`config.mk`:
```
export PLATFORM = sky130hd
export DESIGN_NAME = cache_arbiter
export DESIGN_NICKNAME = d
export VERILOG_FILES = /design/src/rtl/rv32i_types.sv /design/src/rtl/cache_arbiter.sv
export SDC_FILE = /design/constraint.sdc
export NUM_CORES = 1
export LEC_CHECK = 0
export ABC_AREA = 1
export CELL_PAD_IN_SITES_DETAIL_PLACEMENT = 2
export CELL_PAD_IN_SITES_GLOBAL_PLACEMENT = 2
export CORE_AREA = 4 4 544 546
export DETAILED_ROUTE_END_ITERATION = 16
export DIE_AREA = 0 0 548 550
export GPL_ROUTABILITY_DRIVEN = 0
export PLACE_DENSITY_LB_ADDON = 0.25
export SLEW_MARGIN = 20
export SYNTH_ARGS = -nofsm -noshare
export SYNTH_HDL_FRONTEND = slang
export SYNTH_SLANG_ARGS = --single-unit
```
`constraint.sdc`:
```
create_clock -name clk -period 4.5 [get_ports clk]
set_clock_uncertainty 0.1 [all_clocks]
set_input_delay 0.675 -clock clk [delete_from_list [all_inputs] [get_ports clk]]
set_output_delay 0.675 -clock clk [all_outputs]
set_load 0.02 [all_outputs]
```
`src/rtl/rv32i_types.sv`:
```
// Shared types for the cache-to-memory arbiter: FSM states, grant owner and
// the default cache line width.
package rv32i_types;

  localparam int LINE_WIDTH_DEFAULT = 256;

  typedef enum logic [1:0] {
    IDLE    = 2'd0,
    SERVE_I = 2'd1,
    SERVE_D = 2'd2,
    RELEASE = 2'd3
  } arb_state_t;

  typedef enum logic {
    GRANT_I = 1'b0,
    GRANT_D = 1'b1
  } grant_t;

endpackage

```
`src/rtl/cache_arbiter.sv`:
```
// Arbitrates icache fills and dcache fills/writebacks onto one line adaptor,
// one transaction at a time, alternating owners under contention.
// Handshake: x_read/x_write are level requests held until the one-cycle x_resp
// pulse; mem_read/mem_write are held with stable addr/data until mem_resp.
module cache_arbiter
  import rv32i_types::*;
#(
  parameter int LINE_WIDTH = LINE_WIDTH_DEFAULT
) (
  input  logic                  clk,
  input  logic                  rst,
  input  logic                  i_read,
  input  logic [31:0]           i_addr,
  output logic [LINE_WIDTH-1:0] i_rdata,
  output logic                  i_resp,
  input  logic                  d_read,
  input  logic                  d_write,
  input  logic [31:0]           d_addr,
  input  logic [LINE_WIDTH-1:0] d_wdata,
  output logic [LINE_WIDTH-1:0] d_rdata,
  output logic                  d_resp,
  output logic                  mem_read,
  output logic                  mem_write,
  output logic [31:0]           mem_addr,
  output logic [LINE_WIDTH-1:0] mem_wdata,
  input  logic [LINE_WIDTH-1:0] mem_rdata,
  input  logic                  mem_resp,
  output arb_state_t            dbg_state,
  output grant_t                dbg_last_grant
);

  arb_state_t            state_q, state_d;
  grant_t                last_grant_q, last_grant_d;
  logic [31:0]           addr_q, addr_d;
  logic [LINE_WIDTH-1:0] wdata_q, wdata_d;
  logic                  write_q, write_d;

  logic i_req;
  logic d_req;
  logic pick_d;
  logic serving;

  assign i_req = i_read;
  assign d_req = d_read | d_write;

  always_comb begin
    state_d      = state_q;
    last_grant_d = last_grant_q;
    addr_d       = addr_q;
    wdata_d      = wdata_q;
    write_d      = write_q;
    pick_d       = 1'b0;
    case (state_q)
      IDLE: begin
        // Under contention the dcache wins unless it was the previous owner.
        pick_d = d_req && (!i_req || (last_grant_q == GRANT_I));
        if (pick_d) begin
          state_d = SERVE_D;
          addr_d  = d_addr;
          write_d = d_write;
          wdata_d = d_write ? d_wdata : '0;
        end else if (i_req) begin
          state_d = SERVE_I;
          addr_d  = i_addr;
          write_d = 1'b0;
          wdata_d = '0;
        end
      end
      SERVE_I: begin
        if (mem_resp) begin
          last_grant_d = GRANT_I;
          state_d      = RELEASE;
        end
      end
      SERVE_D: begin
        if (mem_resp) begin
          last_grant_d = GRANT_D;
          state_d      = RELEASE;
        end
      end
      RELEASE: begin
        // The requester drops its level request this cycle; skipping it here
        // keeps the just-served request from being granted a second time.
        state_d = IDLE;
      end
      default: state_d = IDLE;
    endcase
  end

  always_ff @(posedge clk or negedge rst) begin
    if (!rst) begin
      state_q      <= IDLE;
      last_grant_q <= GRANT_I;
      addr_q       <= '0;
      wdata_q      <= '0;
      write_q      <= 1'b0;
    end else begin
      state_q      <= state_d;
      last_grant_q <= last_grant_d;
      addr_q       <= addr_d;
      wdata_q      <= wdata_d;
      write_q      <= write_d;
    end
  end

  assign serving   = (state_q == SERVE_I) || (state_q == SERVE_D);
  assign mem_read  = serving && !write_q;
  assign mem_write = serving && write_q;
  assign mem_addr  = addr_q;
  assign mem_wdata = wdata_q;

  assign i_resp  = (state_q == SERVE_I) && mem_resp;
  assign d_resp  = (state_q == SERVE_D) && mem_resp;
  assign i_rdata = i_resp ? mem_rdata : '0;
  assign d_rdata = d_resp ? mem_rdata : '0;

  assign dbg_state      = state_q;
  assign dbg_last_grant = last_grant_q;

endmodule

```
======== After elaboration in Yosys (flattened, before gate mapping) ========
Cells that the tools add are included.
operators by class
  add/subtract/negate cells ............... 0
  multiply operators ...................... 0
  divide/modulo/power cells ............... 0
  magnitude comparators ................... 0
  eq/ne operators ......................... 7
  shifts and indexed selects .............. 0
  mux-type cells .......................... 16
  bitwise operators ....................... 2
  reduce and logical (&&, ||, !) cells .... 16
operator list
  cell                  count
  $mux W256             5
  $mux W32              2
  $mux W2               3
  $pmux W2 S3           1
  $logic_and A1 B1 Y1   5
  $eq A2 B2 Y1 const B  2
  $mux W1               4
  $ne A2 B2 Y1 const B  2
  $reduce_and A2 Y1     2
  $reduce_bool A2 Y1    2
  $ne A3 B3 Y1 const B  1
  $reduce_and A3 Y1     1
  $eq A2 B1 Y1 const B  1
  $logic_not A1 Y1      2
  $logic_not A2 Y1      1
  $logic_or A1 B1 Y1    2
  $ne A2 B1 Y1 const B  1
  $pmux W1 S2           1
  $reduce_or A2 Y1      1
  $not A1 Y1            1
  $or A1 B1 Y1          1
word-level totals
  bits in registers ....................... 292
  bits in latches ......................... 0
  memory bits (writable) .................. 0
  ROM bits ................................ 0
  output and inout port bits .............. 807
  memories ................................ 0

======== Depth between registers and ports, before layout ========
  depth after elaboration ................. 5
  gate-level depth with buffers ........... 8

======== Least setup slack after synthesis ========
No wires, ideal clock.
  path kind ............................... register -> output
  from .................................... register state_q[0], in the netlist dbg_state[0]
  to ...................................... output d_resp
  arrival time ............................ 1648 ps
  data required time ...................... 3725 ps
  path slack .............................. 2077 ps
  cell stages (with the launch flop) ...... 7
  buffers on the path ..................... 2
  path through ............................ dfrtp_1 -> inv_1 -> ha_1 -> nand2_1 -> clkbuf_1 -> buf_1 -> inv_1
on the way
  word-level cells in the longest chain between the ends .. 2
RTL lines
  item                      RTL line              source
  start: declaration        cache_arbiter.sv:32   arb_state_t state_q, state_d;
  start signal: assignment  cache_arbiter.sv:98   state_q <= state_d;
  $eq A2 B2 Y1              cache_arbiter.sv:113  assign d_resp = (state_q == SERVE_D) && mem_resp;
  $logic_and A1 B1 Y1       cache_arbiter.sv:113
  end: declaration          cache_arbiter.sv:21   output logic d_resp,
Every way passes these cells.

======== Final worst setup path ========
  from .................................... register state_q[0], in the netlist dbg_state[0]
  to ...................................... output d_rdata[239]
on the way
  word-level cells in the longest chain between the ends .. 3
RTL lines
  item                 RTL line              source
  $eq A2 B2 Y1         cache_arbiter.sv:113
  $logic_and A1 B1 Y1  cache_arbiter.sv:113
  $mux W256            cache_arbiter.sv:115  assign d_rdata = d_resp ? mem_rdata : '0;
  end: declaration     cache_arbiter.sv:20   output logic [LINE_WIDTH-1:0] d_rdata,
Every way passes these cells.

==> impl_metrics.csv <==
group,metric,value,unit
synth,syn_nets,3347,
grt,antenna_found_initial,90,
final_layout,final_cell_mix,"1374 x clkdlybuf4s50_1, 1135 x nand2_1, 769 x nor2_1, 298 x inv_1, 292 x dfrtp_1",
run_status,status,"finished clean",
critical_path,cp_top_family,"buffers and inverters",
sta,relSlewSlack,42.2,%
final_layout,drive_above_1_share,3.64,%
synth,ys_seq_area_share,43.1,%
synth,ys_ff_latch,292,
routing,ant_nets,0,
clock_network,htree_levels,2,
grt,grt_overflow,0,
sta,tightest_slew,868,ps
grt,grt_usage,11.7,%
sta,hold_viol_final,0,
sta,min_period,3980,ps
floorplanning,die_w,548,um
floorplanning,start_util,5.84,%
synth,syn_inst,2761,
run,maxCapViolCount,0,
sta,clock.fmax,251,MHz
pwr,power,19800,uW
routing,wl,185000,um
place,hpwl,153000,um
routing,vias_per_cell,2.86,
critical_path,crit_path_top_delay_cell,"clkdlybuf4s50_1",
final_layout,stdcell_count,8030,
place,place_area,35600,sq um
critical_path,critical_path_buf_inv_count,3,
synth,syn-cell-area,17000,sq um
critical_path,startpoint_type,"register",
clock_network,cts_resized,0,
final_layout,fin_nets,4655,
sta,rsz0062_at_grt,"no",
critical_path,path_class,"reg2out",
pwr,cellPowerDensity,535,nW/um^2
pwr,max-vdd-ir-drop,0.300,mV
synth,syn_avg_cell_area,6.14,sq um
final_layout,syn2layout_area_growth,118,%
clock_network,clk_pin_slew,50,ps
place,dp.cells,7922,
synth,ys_warn_count,0,
place,numPortBuffers,1388,
floorplanning,rows,198,
floorplanning,die-area,301000,sq um
routing,wl_per_cell,23.1,um
synth,ys_types,16,
critical_path,arrival,3210,ps
routing,dr.pass1.iters,5,
final_layout,fill_cells,34370,
sta,slew_violations,0,
final_layout,mostFrequentLayoutCell,"clkdlybuf4s50_1",
clock_network,clock_path_buffers,3,
final_layout,multi_input_area,7710,sq um
final_layout,stdcell_area,37000,sq um
min_path,hold_class,"reg2reg",
critical_path,cp_slowest_stage_delay,700,ps
clock_network,insertion_delay,590,ps
sta,timing.final.crit_share,88.5,%
routing,vias,22986,
floorplanning,core_area,291000,sq um
sta,setup_viol,0,
floorplanning,ios,1389,
pwr,power.leakage,0.0164,uW
floorplanning,die_h,550,um
grt,grt_pass1_wl,242000,um
critical_path,end_kind,"primary output",
final_layout,regArea,7310,sq um
critical_path,path_cells,"inv_1, ha_1, nand2_4, buf_12, nor2_1, clkdlybuf4s50_1",
clock_network,hold_buffers,1,
clock_network,cts_setup_buffers,0,
sta,totalNegativeSetupSlack,0,ps
critical_path,required,3720,ps
routing,drc,0,
clock_network,cts_buffers,44,
clock_network,cts_tree,"built",
critical_path,crit_fanout,43,
routing,drtIter0Drc,1004,
clock_network,clockRootBuffer,"clkbuf_16",
grt,grt_pass1_vias,25268,
grt,grt_max_degree,103,
clock_network,cts_sinks,292,
[cells in the mapped netlist]
cell type  count  area (sq um)
a21boi_2       1          11.3
buf_1          3          11.3
buf_2         83           415
buf_4         18           135
clkbuf_1      82           308
dfrtp_1      292          7310
ha_1           4          50.1
inv_1        298          1120
inv_2          1          3.75
nand2_1     1139          4280
nand3_1       35           175
nand3b_1      32           240
nor2_1       769          2890
nor2_2         1          6.26
o21ai_1        1          5.00
or2_2          2          12.5
[through the flow]
step / hold slack, ps / setup slack (ps) / utilization [%]
2_1_floorplan: 279 / 2080 / -
3_3_place_gp: 354 / 511 / 12.2
3_5_place_dp: 361 / 511 / 12.2
4_1_cts: 375 / 382 / 12.7
5_1_grt: 391 / 309 / 12.7
6_report: 368 / 517 / 12.7
[registers in the layout (all words and copies together) (netlist names)]
name            flops
mem_wdata         256
write_q             1
dbg_state           2
dbg_last_grant      1
mem_addr           32
[worst min-delay path, stage by stage (launching register included)]
cell and delay [ps]:
dfrtp_1 340, nand2_1 50, nand2_1 40
[per-layer routing]
metal | vias up | routed length [um] | GRT usage [%]
met4 | 16 | 6350 | 4.42
li1 | 10598 | - | -
met2 | 957 | 93900 | 20.8
met1 | 11185 | 70500 | 12.8
met3 | 230 | 14300 | 4.00
met5 | - | 95 | 0
[report_power, final]
group | switching (uW) | internal [uW] | leakage (uW)
clock | 1500 | 1990 | 0.000669
sequential | 678 | 3800 | 0.00388
combinational | 7350 | 4490 | 0.0119
total | 9520 | 10300 | 0.0164
[logic make-up after synthesis]
family / after synthesis / synth area share (%)
AOI/OAI and AO/OA: 2 / 0.0959
adders and majority gates: 4 / 0.295
buffers and inverters: 485 / 11.7
DFF: 292 / 43.1
and+or+nand+nor: 1978 / 44.8
[cell type report]
class | count | area share (%)
inverter | 299 | 3.05
antenna | 32 | 0.216
sequential | 292 | 19.7
clock inverter | 14 | 0.348
timing repair buffer | 1448 | 39.3
tap | 3900 | 13.2
multi-input combinational | 1984 | 20.8
clock buffer | 61 | 3.36
[final timing paths]
path                       slack [ps]  depth (start not counted)              to      startpoint
max                               520                          6    d_rdata[239]    dbg_state[0]
min                               370                          2  mem_wdata[215]  mem_wdata[215]
max reg2reg                      2060                          7   mem_wdata[54]    dbg_state[1]
min reg2reg                       370                          2  mem_wdata[215]  mem_wdata[215]
max in group asynchronous        2660                          4  mem_wdata[194]             rst
min in group asynchronous         490                          2  mem_wdata[124]             rst
No activity file was read; power rests on OpenSTA's default activity.
==> variant: new RTL, same flow settings <==
Make the reset (`rst`) synchronous in one clocked block.
--- a/src/rtl/cache_arbiter.sv
+++ b/src/rtl/cache_arbiter.sv
@@ -87,7 +87,7 @@
     endcase
   end
 
-  always_ff @(posedge clk or negedge rst) begin
+  always_ff @(posedge clk) begin
     if (!rst) begin
       state_q      <= IDLE;
       last_grant_q <= GRANT_I;
Behaviour: not the same (a bounded check fails within 4 cycles, from zero or initial values and one cycle with rst low; the reset may be asserted at any time).
==> variant against the original RTL <==
Setup slack better by 0.19 ns; global-route usage up 2.7 points; design area down 1.9%; register-to-register slack worse by 0.25 ns; wire length up 23%; sequential cell count unchanged; area after synthesis down 4.7%; total power down 23%; critical path type is now input pin to output pin; critical endpoint is now i_rdata[246].
==> variant: results <==
export IMPL_crit_path_max_fanout=48
export IMPL_area_delta_synth_final_pct=125
export IMPL_status="complete, no violations"
export IMPL_placement_stage_cell_area_sq_mm=0.0347
export IMPL_timing_critical_path_arrival_ns=3.02
export IMPL_final_nonclk_buf_share_pct=40.1
export IMPL_dp_hpwl_um=197000
export IMPL_use_met3_pct=7.99
export IMPL_detailroute_wirelength_met2_um=98100
export IMPL_clk_share_pct=4.28
export IMPL_worst_hold_path_endpoint="mem_wdata[68]"
export IMPL_synth_compound_area_share_pct=8.18
export IMPL_vias_in_the_first_global_route=25200
export IMPL_sequential_cell_area_sq_mm=0.00585
export IMPL_final_area_sq_mm=0.0363
export IMPL_avg_inst_size_synth_sq_um=5.59
export IMPL_grt_usage_pct=14.4
export IMPL_synth_area_top_cells="sky130_fd_sc_hd__dfxtp_1, sky130_fd_sc_hd__nand2_1, sky130_fd_sc_hd__nor2_1, sky130_fd_sc_hd__a21oi_1, sky130_fd_sc_hd__inv_1"
export IMPL_critPathLaunch="mem_resp"
export IMPL_pwr_share_clk_pct=25.5
export IMPL_ys_dominant_reg_cell="sky130_fd_sc_hd__dfxtp_1"
export IMPL_grt_use_met2_pct=22.2
export IMPL_routed_wl_met3_um=30000
export IMPL_grt_max_degree=107
export IMPL_place_detailed_instances=8023
export IMPL_nNonClkInverters=331
export IMPL_worst_r2r_path_depth=8
export IMPL_p_leak_nw=13.9
export IMPL_detailedPlace_worstSlack_ns=0.666
export IMPL_synth_adder_area_share_pct=0.310
export IMPL_timing_rr_end="mem_wdata[29]"
export IMPL_asyncSetResetFlopFracSynth_pct=0
export IMPL_drive_gt1_share_pct=4.02
export IMPL_p_total_mw=15.3
export IMPL_synth_net_count=3476
export IMPL_fraction_of_the_yosys_area_taken_by_sequential_cells_pct=36.2
export IMPL_grt_first_pass_wirelength_um=285000
export IMPL_detail_route_iter0_violations=1201
export IMPL_antennaDiodeCount=29
export IMPL_num_nonclk_buffers=1447
export IMPL_multi_input_gates=2053
export IMPL_routed_via_count=24100
export IMPL_multi_input_area_share_pct=22.4
export IMPL_min_delay_start="mem_wdata[68]"
export IMPL_groute_layer_met1_usage_pct=17.7
-- variant: changes by cell type in the layout (fill, tap and decap cells not counted), moves of 3 or more --
cell / unedited run / this run
sky130_fd_sc_hd__nor2_1: 769 / 869
sky130_fd_sc_hd__nand2_1: 1135 / 910
sky130_fd_sc_hd__a21oi_1: 0 / 259
sky130_fd_sc_hd__inv_1: 298 / 330
sky130_fd_sc_hd__diode_2: 32 / 29
sky130_fd_sc_hd__clkdlybuf4s50_1: 1374 / 1362
sky130_fd_sc_hd__clkinv_2: 5 / 9
sky130_fd_sc_hd__nand3b_1: 32 / 0
sky130_fd_sc_hd__buf_4: 53 / 60
sky130_fd_sc_hd__nand3_1: 35 / 3
sky130_fd_sc_hd__clkbuf_16: 44 / 48
sky130_fd_sc_hd__buf_12: 18 / 23
sky130_fd_sc_hd__dfrtp_1: 292 / 0
sky130_fd_sc_hd__dfxtp_1: 0 / 292
